[config.mk]
export PLATFORM = sky130hd
export DESIGN_NAME = uart_tx_arbiter_flat
export DESIGN_NICKNAME = d
export VERILOG_FILES = /design/src/rtl/uart_tx_arbiter_pkg.sv /design/src/rtl/uart_tx_arbiter_if.sv /design/src/rtl/uart_tx_arbiter_rr_arb2.sv /design/src/rtl/uart_tx_arbiter.sv /design/src/flat_wrapper.sv
export SDC_FILE = /design/constraint.sdc
export NUM_CORES = 1
export LEC_CHECK = 0
export CAP_MARGIN = 0
export CORE_UTILIZATION = 54
export DETAILED_ROUTE_END_ITERATION = 10
export GPL_TIMING_DRIVEN = 1
export PLACE_DENSITY = 0.84
export SLEW_MARGIN = 20
export SYNTH_ARGS = -nofsm -noshare
export SYNTH_HDL_FRONTEND = slang
export SYNTH_SLANG_ARGS = --single-unit
[constraint.sdc]
create_clock -name clk -period 4.4 [get_ports clk]
set_clock_uncertainty 0.1 [all_clocks]
set_input_delay 1.1 -clock clk [delete_from_list [all_inputs] [get_ports clk]]
set_output_delay 1.1 -clock clk [all_outputs]
set_load 0.01 [all_outputs]
[src/rtl/uart_tx_arbiter_pkg.sv]
// Shared UART definitions: byte width and beat payload, plus the arbiter's
// FSM state encoding and one-hot grant encodings.
package uart_tx_arbiter_pkg;

    localparam int unsigned UART_DATA_W = 8;
    localparam int unsigned GRANT_W     = 2;

    typedef logic [UART_DATA_W-1:0] uart_byte_t;
    typedef logic [GRANT_W-1:0]     grant_t;

    localparam grant_t GRANT_NONE = 2'b00;
    localparam grant_t GRANT_REQ0 = 2'b01;
    localparam grant_t GRANT_REQ1 = 2'b10;

    typedef enum logic [2:0] {
        ST_IDLE      = 3'd0,
        ST_FETCH     = 3'd1,
        ST_START     = 3'd2,
        ST_WAIT_ACK  = 3'd3,
        ST_WAIT_DONE = 3'd4
    } arb_state_t;

    // One byte offered by a requester, with its end-of-message marker.
    typedef struct packed {
        uart_byte_t data;
        logic       last;
    } req_beat_t;

endpackage

[src/rtl/uart_tx_arbiter_if.sv]
// Requester handshakes and transmitter-side signals of the UART TX arbiter.
interface uart_tx_arbiter_if;
    import uart_tx_arbiter_pkg::*;

    logic       req0_valid;
    uart_byte_t req0_data;
    logic       req0_last;
    logic       req0_ready;
    logic       req1_valid;
    uart_byte_t req1_data;
    logic       req1_last;
    logic       req1_ready;
    logic       tx_start;
    uart_byte_t tx_data;
    logic       tx_busy;
    grant_t     grant;
    logic       err_timeout;

    // Arbiter side.
    modport slave (
        input  req0_valid, req0_data, req0_last,
        input  req1_valid, req1_data, req1_last,
        input  tx_busy,
        output req0_ready, req1_ready,
        output tx_start, tx_data, grant, err_timeout
    );

    // Requester / transmitter side.
    modport master (
        output req0_valid, req0_data, req0_last,
        output req1_valid, req1_data, req1_last,
        output tx_busy,
        input  req0_ready, req1_ready,
        input  tx_start, tx_data, grant, err_timeout
    );

endinterface

[src/rtl/uart_tx_arbiter_rr_arb2.sv]
// Two-way round-robin pick: on a tie the requester not granted last wins.
module rr_arb2
    import uart_tx_arbiter_pkg::*;
(
    input  logic   req0,
    input  logic   req1,
    input  grant_t last,
    output grant_t pick
);

    always_comb begin
        pick = GRANT_NONE;
        if (req0 && req1) begin
            pick = (last == GRANT_REQ0) ? GRANT_REQ1 : GRANT_REQ0;
        end else if (req0) begin
            pick = GRANT_REQ0;
        end else if (req1) begin
            pick = GRANT_REQ1;
        end
    end

endmodule

[src/rtl/uart_tx_arbiter.sv]
// Two-requester arbiter for one UART transmitter: a grant is held for a whole
// message (capped at MAX_BURST bytes) and each launch must be acknowledged by tx_busy.
module uart_tx_arbiter
    import uart_tx_arbiter_pkg::*;
#(
    parameter int unsigned MAX_BURST   = 16,
    parameter int unsigned ACK_TIMEOUT = 255
) (
    input  logic             clk,
    input  logic             n_reset,
    uart_tx_arbiter_if.slave bus
);

    localparam int unsigned BURST_W = $clog2(MAX_BURST + 1);
    localparam int unsigned ACK_W   = $clog2(ACK_TIMEOUT + 1);
    localparam int unsigned ACK_CW  = ACK_W + 1;

    localparam logic [BURST_W-1:0] BURST_LIMIT = BURST_W'(MAX_BURST);
    localparam logic [ACK_CW-1:0]  ACK_LIMIT   = ACK_CW'(ACK_TIMEOUT);

    arb_state_t         state_q, state_d;
    grant_t             grant_q, grant_d;
    grant_t             last_grant_q, last_grant_d;
    grant_t             pick;
    logic               tx_start_q, tx_start_d;
    uart_byte_t         tx_data_q, tx_data_d;
    logic               msg_last_q, msg_last_d;
    logic               err_q, err_d;
    logic [ACK_W-1:0]   ack_cnt_q, ack_cnt_d;
    logic [ACK_CW-1:0]  ack_next;
    logic [BURST_W-1:0] burst_q, burst_d;
    logic               fetching;
    logic               xfer;
    req_beat_t          sel_beat;

    rr_arb2 u_rr_arb2 (
        .req0 (bus.req0_valid),
        .req1 (bus.req1_valid),
        .last (last_grant_q),
        .pick (pick)
    );

    // Only the owner sees ready, and only while the arbiter is fetching.
    assign fetching       = (state_q == ST_FETCH);
    assign bus.req0_ready = fetching && (grant_q == GRANT_REQ0) && bus.req0_valid;
    assign bus.req1_ready = fetching && (grant_q == GRANT_REQ1) && bus.req1_valid;
    assign xfer           = bus.req0_ready || bus.req1_ready;
    assign sel_beat       = (grant_q == GRANT_REQ1) ? {bus.req1_data, bus.req1_last}
                                                    : {bus.req0_data, bus.req0_last};

    // Cycles elapsed since tx_start, one ahead of the stored count.
    assign ack_next = ACK_CW'(ack_cnt_q) + ACK_CW'(1);

    assign bus.grant       = grant_q;
    assign bus.tx_start    = tx_start_q;
    assign bus.tx_data     = tx_data_q;
    assign bus.err_timeout = err_q;

    always_ff @(posedge clk or negedge n_reset) begin
        if (!n_reset) begin
            state_q      <= ST_IDLE;
            grant_q      <= GRANT_NONE;
            last_grant_q <= GRANT_REQ1;
            tx_start_q   <= 1'b0;
            tx_data_q    <= '0;
            msg_last_q   <= 1'b0;
            err_q        <= 1'b0;
            ack_cnt_q    <= '0;
            burst_q      <= '0;
        end else begin
            state_q      <= state_d;
            grant_q      <= grant_d;
            last_grant_q <= last_grant_d;
            tx_start_q   <= tx_start_d;
            tx_data_q    <= tx_data_d;
            msg_last_q   <= msg_last_d;
            err_q        <= err_d;
            ack_cnt_q    <= ack_cnt_d;
            burst_q      <= burst_d;
        end
    end

    always_comb begin
        state_d      = state_q;
        grant_d      = grant_q;
        last_grant_d = last_grant_q;
        tx_start_d   = 1'b0;
        tx_data_d    = tx_data_q;
        msg_last_d   = msg_last_q;
        err_d        = err_q;
        ack_cnt_d    = ack_cnt_q;
        burst_d      = burst_q;

        unique case (state_q)
            ST_IDLE: begin
                if (pick != GRANT_NONE) begin
                    grant_d = pick;
                    burst_d = '0;
                    state_d = ST_FETCH;
                end
            end
            ST_FETCH: begin
                // tx_start is registered so it lands in the START cycle.
                if (xfer) begin
                    tx_data_d  = sel_beat.data;
                    msg_last_d = sel_beat.last;
                    tx_start_d = 1'b1;
                    ack_cnt_d  = '0;
                    burst_d    = burst_q + BURST_W'(1);
                    state_d    = ST_START;
                end
            end
            ST_START: begin
                ack_cnt_d = ack_next[ACK_W-1:0];
                state_d   = ST_WAIT_ACK;
            end
            ST_WAIT_ACK: begin
                if (bus.tx_busy) begin
                    state_d = ST_WAIT_DONE;
                end else if (ack_next >= ACK_LIMIT) begin
                    // No acknowledge: drop the byte and free the transmitter.
                    err_d   = 1'b1;
                    grant_d = GRANT_NONE;
                    state_d = ST_IDLE;
                end else begin
                    ack_cnt_d = ack_next[ACK_W-1:0];
                end
            end
            ST_WAIT_DONE: begin
                if (!bus.tx_busy) begin
                    if (!msg_last_q && (burst_q < BURST_LIMIT)) begin
                        state_d = ST_FETCH;
                    end else begin
                        last_grant_d = grant_q;
                        grant_d      = GRANT_NONE;
                        state_d      = ST_IDLE;
                    end
                end
            end
            default: begin
                state_d = ST_IDLE;
            end
        endcase
    end

endmodule
[src/flat_wrapper.sv]
// flat-port wrapper written by rule: the top's interface ports become plain ports
module uart_tx_arbiter_flat import uart_tx_arbiter_pkg::*;
#(
    parameter int unsigned MAX_BURST   = 16,
    parameter int unsigned ACK_TIMEOUT = 255
)
  (clk, n_reset, bus_req0_valid, bus_req0_data, bus_req0_last, bus_req1_valid, bus_req1_data, bus_req1_last, bus_tx_busy, bus_req0_ready, bus_req1_ready, bus_tx_start, bus_tx_data, bus_grant, bus_err_timeout);
  uart_tx_arbiter_if bus_i ();
  input  logic clk;
  input  logic n_reset;
  input wire logic [$bits(bus_i.req0_valid)-1:0] bus_req0_valid;
  input wire logic [$bits(bus_i.req0_data)-1:0] bus_req0_data;
  input wire logic [$bits(bus_i.req0_last)-1:0] bus_req0_last;
  input wire logic [$bits(bus_i.req1_valid)-1:0] bus_req1_valid;
  input wire logic [$bits(bus_i.req1_data)-1:0] bus_req1_data;
  input wire logic [$bits(bus_i.req1_last)-1:0] bus_req1_last;
  input wire logic [$bits(bus_i.tx_busy)-1:0] bus_tx_busy;
  output wire logic [$bits(bus_i.req0_ready)-1:0] bus_req0_ready;
  output wire logic [$bits(bus_i.req1_ready)-1:0] bus_req1_ready;
  output wire logic [$bits(bus_i.tx_start)-1:0] bus_tx_start;
  output wire logic [$bits(bus_i.tx_data)-1:0] bus_tx_data;
  output wire logic [$bits(bus_i.grant)-1:0] bus_grant;
  output wire logic [$bits(bus_i.err_timeout)-1:0] bus_err_timeout;
  assign bus_i.req0_valid = bus_req0_valid;
  assign bus_i.req0_data = bus_req0_data;
  assign bus_i.req0_last = bus_req0_last;
  assign bus_i.req1_valid = bus_req1_valid;
  assign bus_i.req1_data = bus_req1_data;
  assign bus_i.req1_last = bus_req1_last;
  assign bus_i.tx_busy = bus_tx_busy;
  assign bus_req0_ready = bus_i.req0_ready;
  assign bus_req1_ready = bus_i.req1_ready;
  assign bus_tx_start = bus_i.tx_start;
  assign bus_tx_data = bus_i.tx_data;
  assign bus_grant = bus_i.grant;
  assign bus_err_timeout = bus_i.err_timeout;
  uart_tx_arbiter #(.MAX_BURST(MAX_BURST), .ACK_TIMEOUT(ACK_TIMEOUT)) u_core (.clk(clk), .n_reset(n_reset), .bus(bus_i));
endmodule
## After elaboration in Yosys (flattened, before gate mapping)

Index checks and enable logic that the tools add are counted.

- $add $sub $neg: 2
- Equal/unequal tests: 15
- Bitwise gates (word level): 2
- Magnitude comparators: 2
- Reduce and logical (&&, ||, !) cells: 20
- Multiplexer cells: 27

Operator list:

| cell | count |
|---|---|
| $mux W8 | 3 |
| $pmux W8 S3 | 1 |
| $mux W2 | 9 |
| $mux W3 | 5 |
| $pmux W3 S5 | 1 |
| $mux W5 | 2 |
| $ne A2 B2 Y1 const B | 5 |
| $pmux W5 S2 | 1 |
| $add A8 B1 Y9 const B | 1 |
| $ge A9 B8 Y1 const B | 1 |
| $mux W9 | 1 |
| $reduce_and A3 Y1 | 3 |
| $reduce_and A4 Y1 | 2 |
| $eq A3 B2 Y1 const B | 2 |
| $logic_and A1 B1 Y1 | 6 |
| $pmux W2 S3 | 1 |
| $reduce_and A6 Y1 | 1 |
| $reduce_bool A3 Y1 | 2 |
| $add A5 B1 Y5 const B | 1 |
| $lt A5 B5 Y1 const B | 1 |
| $eq A2 B1 Y1 const B | 2 |
| $ne A2 B1 Y1 const B | 2 |
| $reduce_bool A2 Y1 | 2 |
| $eq A3 B1 Y1 const B | 1 |
| 9 further kinds | 12 |

- Input port bits: 23
- Logic and storage cells: 77
- Flip-flop bits (word level): 31
- Output and inout bits: 14

## Depth between registers and ports, before layout

Gate-level depths: netlist of the first run.

- Depth after elaboration: 6
- Depth in mapped cells: 8
- Gate-level depth less buffers: 8

## Modules after synthesis

A second synthesis of the first run with hierarchy kept.

- Cell total of the unflattened synthesis: 180
- Area, all modules: 1,711.6 um^2

Modules (own cells, without submodules):

| module | area each (um^2) | times used | seq. area each (um^2) | cells each |
|---|---|---|---|---|
| uart_tx_arbiter | 1,681.6 | 1 | 777.0 | 176 |
| rr_arb2 | 30.0 | 1 | 0.0 | 4 |

## Worst setup path before layout of the first run

No wires, ideal clock.

- Path type: in2out
- Start point: in bus_req1_valid
- End point: out bus_req1_ready
- Arrival: 1.424 ns
- Buffers on the path: 0
- Required time: 3.200 ns
- Cell stages on the path: 2
- Setup slack: 1.776 ns
- Path through: nand3b_1 > nor2_1

- Word-level cells in the longest chain between the ends: 1

RTL lines:

| what | line | text |
|---|---|---|
| start, declared | flat_wrapper.sv:14 | `input wire logic [$bits(bus_i.req1_valid)-1:0] bus_req1_valid;` |
| $logic_and A1 B1 Y1 | uart_tx_arbiter.sv:46 | `assign bus.req1_ready = fetching && (grant_q == GRANT_REQ1) && bus.req1_valid;` |
| end, declared | flat_wrapper.sv:19 | `output wire logic [$bits(bus_i.req1_ready)-1:0] bus_req1_ready;` |

Every way passes these cells.

## Final worst setup path of the first run

Ends and elaborated chain as after synthesis.

==> qor.yml, run 1 <==
syn_area_mm2: 0.00173
dieHeight_um: 58.6
grt_pass1_vias: 1540
startpoint: "bus_req1_valid"
synthCells: 180
grt_pass1_wl_mm: 6.50
powerDensity_mw_per_mm2: 568
drtAntennaViolNets: 0
drt_iter0_drc: 79
grt_overflow: 0
finalHoldViolations: 0
critPathRequiredTime_ns: 3.20
p_comb_share_pct: 46.7
core_area_mm2: 0.00305
cts_buffer_depth: 2
cts_setup_buffers: 0
yosys_warnings: 0
vias: 1509
post-route-period-util_pct: 84.5
vdd.ir_drop.worst_mv: 0.377
synth-edff-count: 0
crit_type: "input port to output pin"
wl_per_cell_um: 14.7
synth_area_per_cell_um2: 9.62
grt.total_usage_pct: 25.8
power.internal_mw: 0.742
ctsHoldBuffers: 0
endpoint: "bus_req1_ready"
drive_above_1_share_pct: 9.13
antenna_found_initial: 0
synth_flop_cell: "dfrtp_1"
cts_max_level: 2
finalSetupTns_ns: 0
drv_cap: 0
pin_count: 37
clk_latency_ns: 0.33
firstDrtPassIters: 4
ys_ff_latch: 31
synthTopCellsByArea: "dfrtp_1 (43%), mux2i_1 (5.8%), a21oi_1 (4.6%)"
numPortBuffers: 36
min_period_ns: 3.72
worst_slack_ns: 0.680
slew_violations: 0
synth_top_area_cell: "dfrtp_1"
grt_max_degree: 32
cts_inserted_buffers: 5
setup_violations: 0
fmax_ghz: 0.269
p_leak_nw: 0.917
seq_area_um2: 777
multi_input_area_um2: 892
worst_hold_slack_ns: 0.367
outcome: "finished, final reports clean"
die_area_mm2: 0.00344
ys_types: 47
gp_congestion: 0.896
arrival_ns: 2.52
fillers: 260
route.detailed.drc: 0
rows: 20
synth_top_area_share_pct: 43.4
r2r_cells: 8
hpwl_mm: 2.89
viasPerCell: 5.74
path_clk_slew_ns: 0.08
async_reset_ff_share_pct: 100
rsz0062_at_grt: "false"
synth_seq_area_share_pct: 44.9
dp_slack_ns: 0.696
clkPwrFrac_pct: 12.6
cts_num_sinks: 31
nets: 244
tightest_slew_ns: 0.947
power.switching_mw: 0.495
pwr-share-seq_pct: 40.7
max-slew-margin-rel_pct: 36.6
min_path_type: "register to register"
wirelength_mm: 3.87
crit_fanout: 5
antenna_cells: 0
r2r_start: "u_core.ack_cnt_q[0]"
start_util_pct: 56.7
r2r_slack_ns: 2.05
crit_path_end_kind: "output pin"
swShare_pct: 40.0
r2r-end: "u_core.ack_cnt_q[1]"
root_buffer: "clkbuf_4"
ctsResizeCount: 0
die_w_um: 58.6
start_kind: "input port"
synthToLayoutAreaGrowth_pct: 25.8
syn_nets: 206
tritoncts: "done"
metrics by stage:
| step | instances | cell area (µm²) | utilization (%) | total power, mW |
|---|---|---|---|---|
| 6_report | 263 | 2180 | 71.4 | 1.24 |
| 5_1_grt | 263 | 2180 | 71.4 | 1.33 |
| 4_1_cts | 263 | 2180 | 71.4 | 1.25 |
| 3_5_place_dp | 255 | 2130 | 69.7 | 1.09 |
| 3_3_place_gp | 255 | 2130 | 69.7 | 1.05 |
| 2_1_floorplan | 180 | 1730 | - | 0.859 |
critical path, stage by stage:
cell             delay (ns)
clkdlybuf4s50_1        0.54
nand3b_1               0.19
nor2_1                 0.13
clkdlybuf4s50_1        0.54
power groups by stage:
stage                     clock network, mW  logic [mW]  registers (mW)
after floorplan                           0       0.370           0.489
after global placement                    0       0.551           0.500
after detailed placement                  0       0.579           0.507
after CTS                             0.163       0.582           0.501
after global routing                  0.177       0.636           0.522
final                                 0.156       0.578           0.504
state kept, by name, summed over array words and instances (netlist names):
register                cells
u_core.bus.tx_start         1
u_core.ack_cnt_q            8
u_core.bus.err_timeout      1
u_core.state_q              3
u_core.last_grant_q         2
u_core.burst_q              5
u_core.msg_last_q           1
u_core.bus.grant            2
u_core.bus.tx_data          8
routing by layer:
layer / track usage, % / vias to the layer above / share of wire [%]
li1: - / 734 / -
met1: 27.8 / 708 / 40
met2: 45.3 / 61 / 52
met3: 8.13 / 6 / 6.3
met4: 13.6 / 0 / 1.0
met5: 0 / - / 0
cells by family (layout without fill, tap and decap cells):
family                     count (synthesis)  in the layout  share of synthesized area [%]
AOI/OAI and AO/OA                         52             52                           19.7
xor gates and xnor gates                   3              3                           1.95
adders and majority gates                  3              3                           2.17
buffers and inverters                     14             53                           3.61
DFF                                       31             31                           44.9
muxes                                     14             14                           8.82
and+or+nand+nor                           63             63                           18.9
cell usage after synthesis, drive strengths merged (2+ instances only):
cell and instances:
clkbuf 6, and3 2, o211ai 2, o21ai 16
and4 2, inv 7, nand2b 2, nor4 3
mux2i 10, nand3 8, o2bb2ai 2, a21oi 17
dfrtp 30, nor3 5, nand2 11, xor2 2
nor2b 2, nand3b 3, mux2 4, nor2 20
o22a 2, ha 3
worst min-delay path by stage:
stage                                 startpoint                endpoint  slack, ns  depth (start not counted)
final                     u_core.bus.err_timeout  u_core.bus.err_timeout       0.37                          1
after global routing      u_core.bus.err_timeout  u_core.bus.err_timeout       0.40                          1
after CTS                 u_core.bus.err_timeout  u_core.bus.err_timeout       0.37                          1
after detailed placement  u_core.bus.err_timeout  u_core.bus.err_timeout       0.35                          1
after global placement    u_core.bus.err_timeout  u_core.bus.err_timeout       0.35                          1
after floorplan                u_core.burst_q[1]       u_core.burst_q[1]       0.39                          1
placed cells by master, fill, tap and decap left out, types with 3 or more instances in the layout:
master,n
inv_1,6
a21oi_1,16
nand2_1,11
clkdlybuf4s50_1,36
o21ai_0,16
dfrtp_1,30
clkbuf_4,5
nand3_1,8
nand3b_1,3
mux2i_1,10
ha_1,3
nor3_1,5
nor2_1,20
final cells by class:
type                            instances  area share, %
Timing Repair Buffer                   38           17.2
Inverter                                7           1.32
Clock inverter                          1          0.230
Multi-Input combinational cell        135           41.0
Tap cell                               44           2.53
Sequential cell                        31           35.7
Clock buffer                            7           2.07
Note: power is estimated with default switching activity, not from simulation.
==> run 2: changes to the inputs <==
--- a/config.mk
+++ b/config.mk
@@ -6,10 +6,10 @@
 export NUM_CORES = 1
 export LEC_CHECK = 0
 export CAP_MARGIN = 0
-export CORE_UTILIZATION = 54
+export CORE_UTILIZATION = 45
 export DETAILED_ROUTE_END_ITERATION = 10
 export GPL_TIMING_DRIVEN = 1
-export PLACE_DENSITY = 0.84
+export PLACE_DENSITY = 0.75
 export SLEW_MARGIN = 20
 export SYNTH_ARGS = -nofsm -noshare
 export SYNTH_HDL_FRONTEND = slang
==> constraint.sdc (replaced) <==
create_clock -name clk -period 3.1 [get_ports clk]
set_clock_uncertainty 0.1 [all_clocks]
set_input_delay 0.775 -clock clk [delete_from_list [all_inputs] [get_ports clk]]
set_output_delay 0.775 -clock clk [all_outputs]
set_load 0.01 [all_outputs]
==> run 2 against run 1 <==
  * Core utilization fell by 9.2 points
  * Sequential power grew 36%
  * Wire length decreased by 5.3%
  * Worst hold slack improved by 0.0040 ns
  * Critical path depth is the same
  * Critical path type unchanged
  * Largest cell class unchanged
  * Largest power group unchanged
==> qor.yml, run 2 (synthesized netlist as in run 1, its figures left out) <==
p_leak_nw: 0.977  # was 0.917 nW
numPortBuffers: 36  # unchanged
drive_above_1_share_pct: 12.8  # was 9.13%
pin_count: 37  # unchanged
min-delay-start: "u_core.bus.err_timeout"  # unchanged
fillers: 334  # was 260
arrival_ns: 2.08  # was 2.52 ns
antenna_cells: 0  # unchanged
postPlaceCellArea_mm2: 0.00219  # was 0.00213 mm²
die_area_mm2: 0.00410  # was 0.00344 mm²
dp_slack_ns: 0.157  # was 0.696 ns
grt_pass1_vias: 1414  # was 1,540
route.detailed.drc: 0  # unchanged
min_to: "u_core.bus.err_timeout"  # unchanged
worst_slack_ns: 0.149  # was 0.680 ns
min_period_ns: 2.95
vias: 1506  # was 1,509
synthToLayoutAreaGrowth_pct: 32.4  # was 25.8%
holdPathStages: 1  # unchanged
grt_overflow: 0  # unchanged
die_w_um: 64.0  # was 58.6 µm
cts_buffer_depth: 2  # unchanged
drv_cap: 0  # unchanged
nets: 252  # was 244
fin_area_mm2: 0.00229  # was 0.00218 mm²
cts_num_sinks: 31  # unchanged
critPathRequiredTime_ns: 2.22  # was 3.20 ns
drt_iter0_drc: 64  # was 79
viasPerCell: 5.48  # was 5.74
crit_path_end_kind: "output pin"  # unchanged
gp_congestion: 0.809  # was 0.896
multi_input_area_um2: 892  # unchanged
grt_max_degree: 32  # unchanged
dp_cells: 267  # was 255
crit_type: "input port to output pin"  # unchanged
fmax_ghz: 0.339
max-slew-margin-rel_pct: 37.2  # was 36.6%
min_path_type: "register to register"  # unchanged
cts_setup_buffers: 0  # unchanged
instances_no_fill: 275  # was 263
p_total_mw: 1.91  # was 1.24 mW
path_clk_slew_ns: 0.06  # was 0.08 ns
grt.total_usage_pct: 21.3  # was 25.8%
finalHoldViolations: 0  # unchanged
ctsHoldBuffers: 0  # unchanged
vdd.ir_drop.worst_mv: 0.458  # was 0.377 mV
cts_max_level: 2  # unchanged
hpwl_mm: 2.74  # was 2.89 mm
seq_area_um2: 777  # unchanged
outcome: "finished, final reports clean"  # unchanged
ctsResizeCount: 0  # unchanged
powerDensity_mw_per_mm2: 833  # was 568 mW/mm²
r2r_cells: 8  # unchanged
firstDrtPassIters: 4  # unchanged
tightest_slew_ns: 0.938  # was 0.947 ns
wirelength_mm: 3.66  # was 3.87 mm
clk_latency_ns: 0.28  # was 0.33 ns
root_buffer: "clkbuf_8"  # was clkbuf_4
drtAntennaViolNets: 0  # unchanged
fin_util_pct: 62.2  # was 71.4%
wl_per_cell_um: 13.3  # was 14.7 µm
final_common_cell: "clkdlybuf4s50_1"  # unchanged
crit_fanout: 2  # was 5
r2r-end: "u_core.ack_cnt_q[6]"  # was u_core.ack_cnt_q[1]
start_util_pct: 46.9  # was 56.7%
cts_inserted_buffers: 5  # unchanged
final_cell_mix: "clkdlybuf4s50_1 (36), dfrtp_1 (30), nor2_1 (20)"  # unchanged
grt_pass1_wl_mm: 6.58  # was 6.50 mm
start_kind: "input port"  # unchanged
tritoncts: "done"  # unchanged
post-route-period-util_pct: 95.2
setup_violations: 0  # unchanged
rows: 22  # was 20
finalSetupTns_ns: 0  # unchanged
core_area_mm2: 0.00369  # was 0.00305 mm²
dieHeight_um: 64.0  # was 58.6 µm
worst_hold_slack_ns: 0.371  # was 0.367 ns
r2r_slack_ns: 0.75  # was 2.05 ns
rsz0062_at_grt: "false"  # unchanged
r2r_start: "u_core.ack_cnt_q[0]"  # unchanged
slew_violations: 0  # unchanged
antenna_found_initial: 0  # unchanged
[run 2: cell count changes in the layout (fill, tap and decap cells not counted)]
cell	previous run	this run
buf_4	2	10
clkbuf_1	2	1
clkbuf_4	5	0
clkbuf_8	0	7
clkinv_2	1	0
[run 2: cell type report]
cell class | instances | area share, %
clock buffers | 8 | 4.36
inverters | 7 | 1.25
multi-input cells | 135 | 38.9
flip-flops and latches | 31 | 33.9
well taps | 48 | 2.62
repair buffers | 46 | 19.0
[run 2: power by group]
part	leakage (nW)	internal (mW)	switching, mW	total (mW)
sequential	0.379	0.562	0.121	0.683
clock	0.0515	0.202	0.140	0.342
combinational	0.547	0.441	0.444	0.885
[run 2: worst max path at each step]
| stage | startpoint | endpoint | slack [ns] | depth (start not counted) |
|---|---|---|---|---|
| floorplan | u_core.state_q[2] | u_core.ack_cnt_q[1] | 0.99 | 7 |
| global placement | bus_req0_valid | bus_req0_ready | 0.20 | 4 |
| detailed placement | bus_req0_valid | bus_req0_ready | 0.16 | 4 |
| CTS | bus_req0_valid | bus_req0_ready | 0.16 | 4 |
| global route | bus_req0_valid | bus_req0_ready | 0.08 | 4 |
| finish | bus_req0_valid | bus_req0_ready | 0.15 | 4 |
[run 2: routing by layer]
| layer | share of wire, % | routed length (µm) | global-route usage (%) | vias up |
|---|---|---|---|---|
| li1 | - | - | - | 751 |
| met1 | 48 | 1760 | 29.4 | 710 |
| met2 | 45 | 1660 | 31.5 | 39 |
| met3 | 5.2 | 189 | 5.89 | 6 |
| met4 | 1.6 | 60 | 8.24 | 0 |
| met5 | 0 | 0 | 0 | - |
[run 2: critical path, cell delays in order]
cell             delay (ns)
clkdlybuf4s50_1        0.50
nand3b_1               0.12
nor2_1                 0.12
clkdlybuf4s50_1        0.56
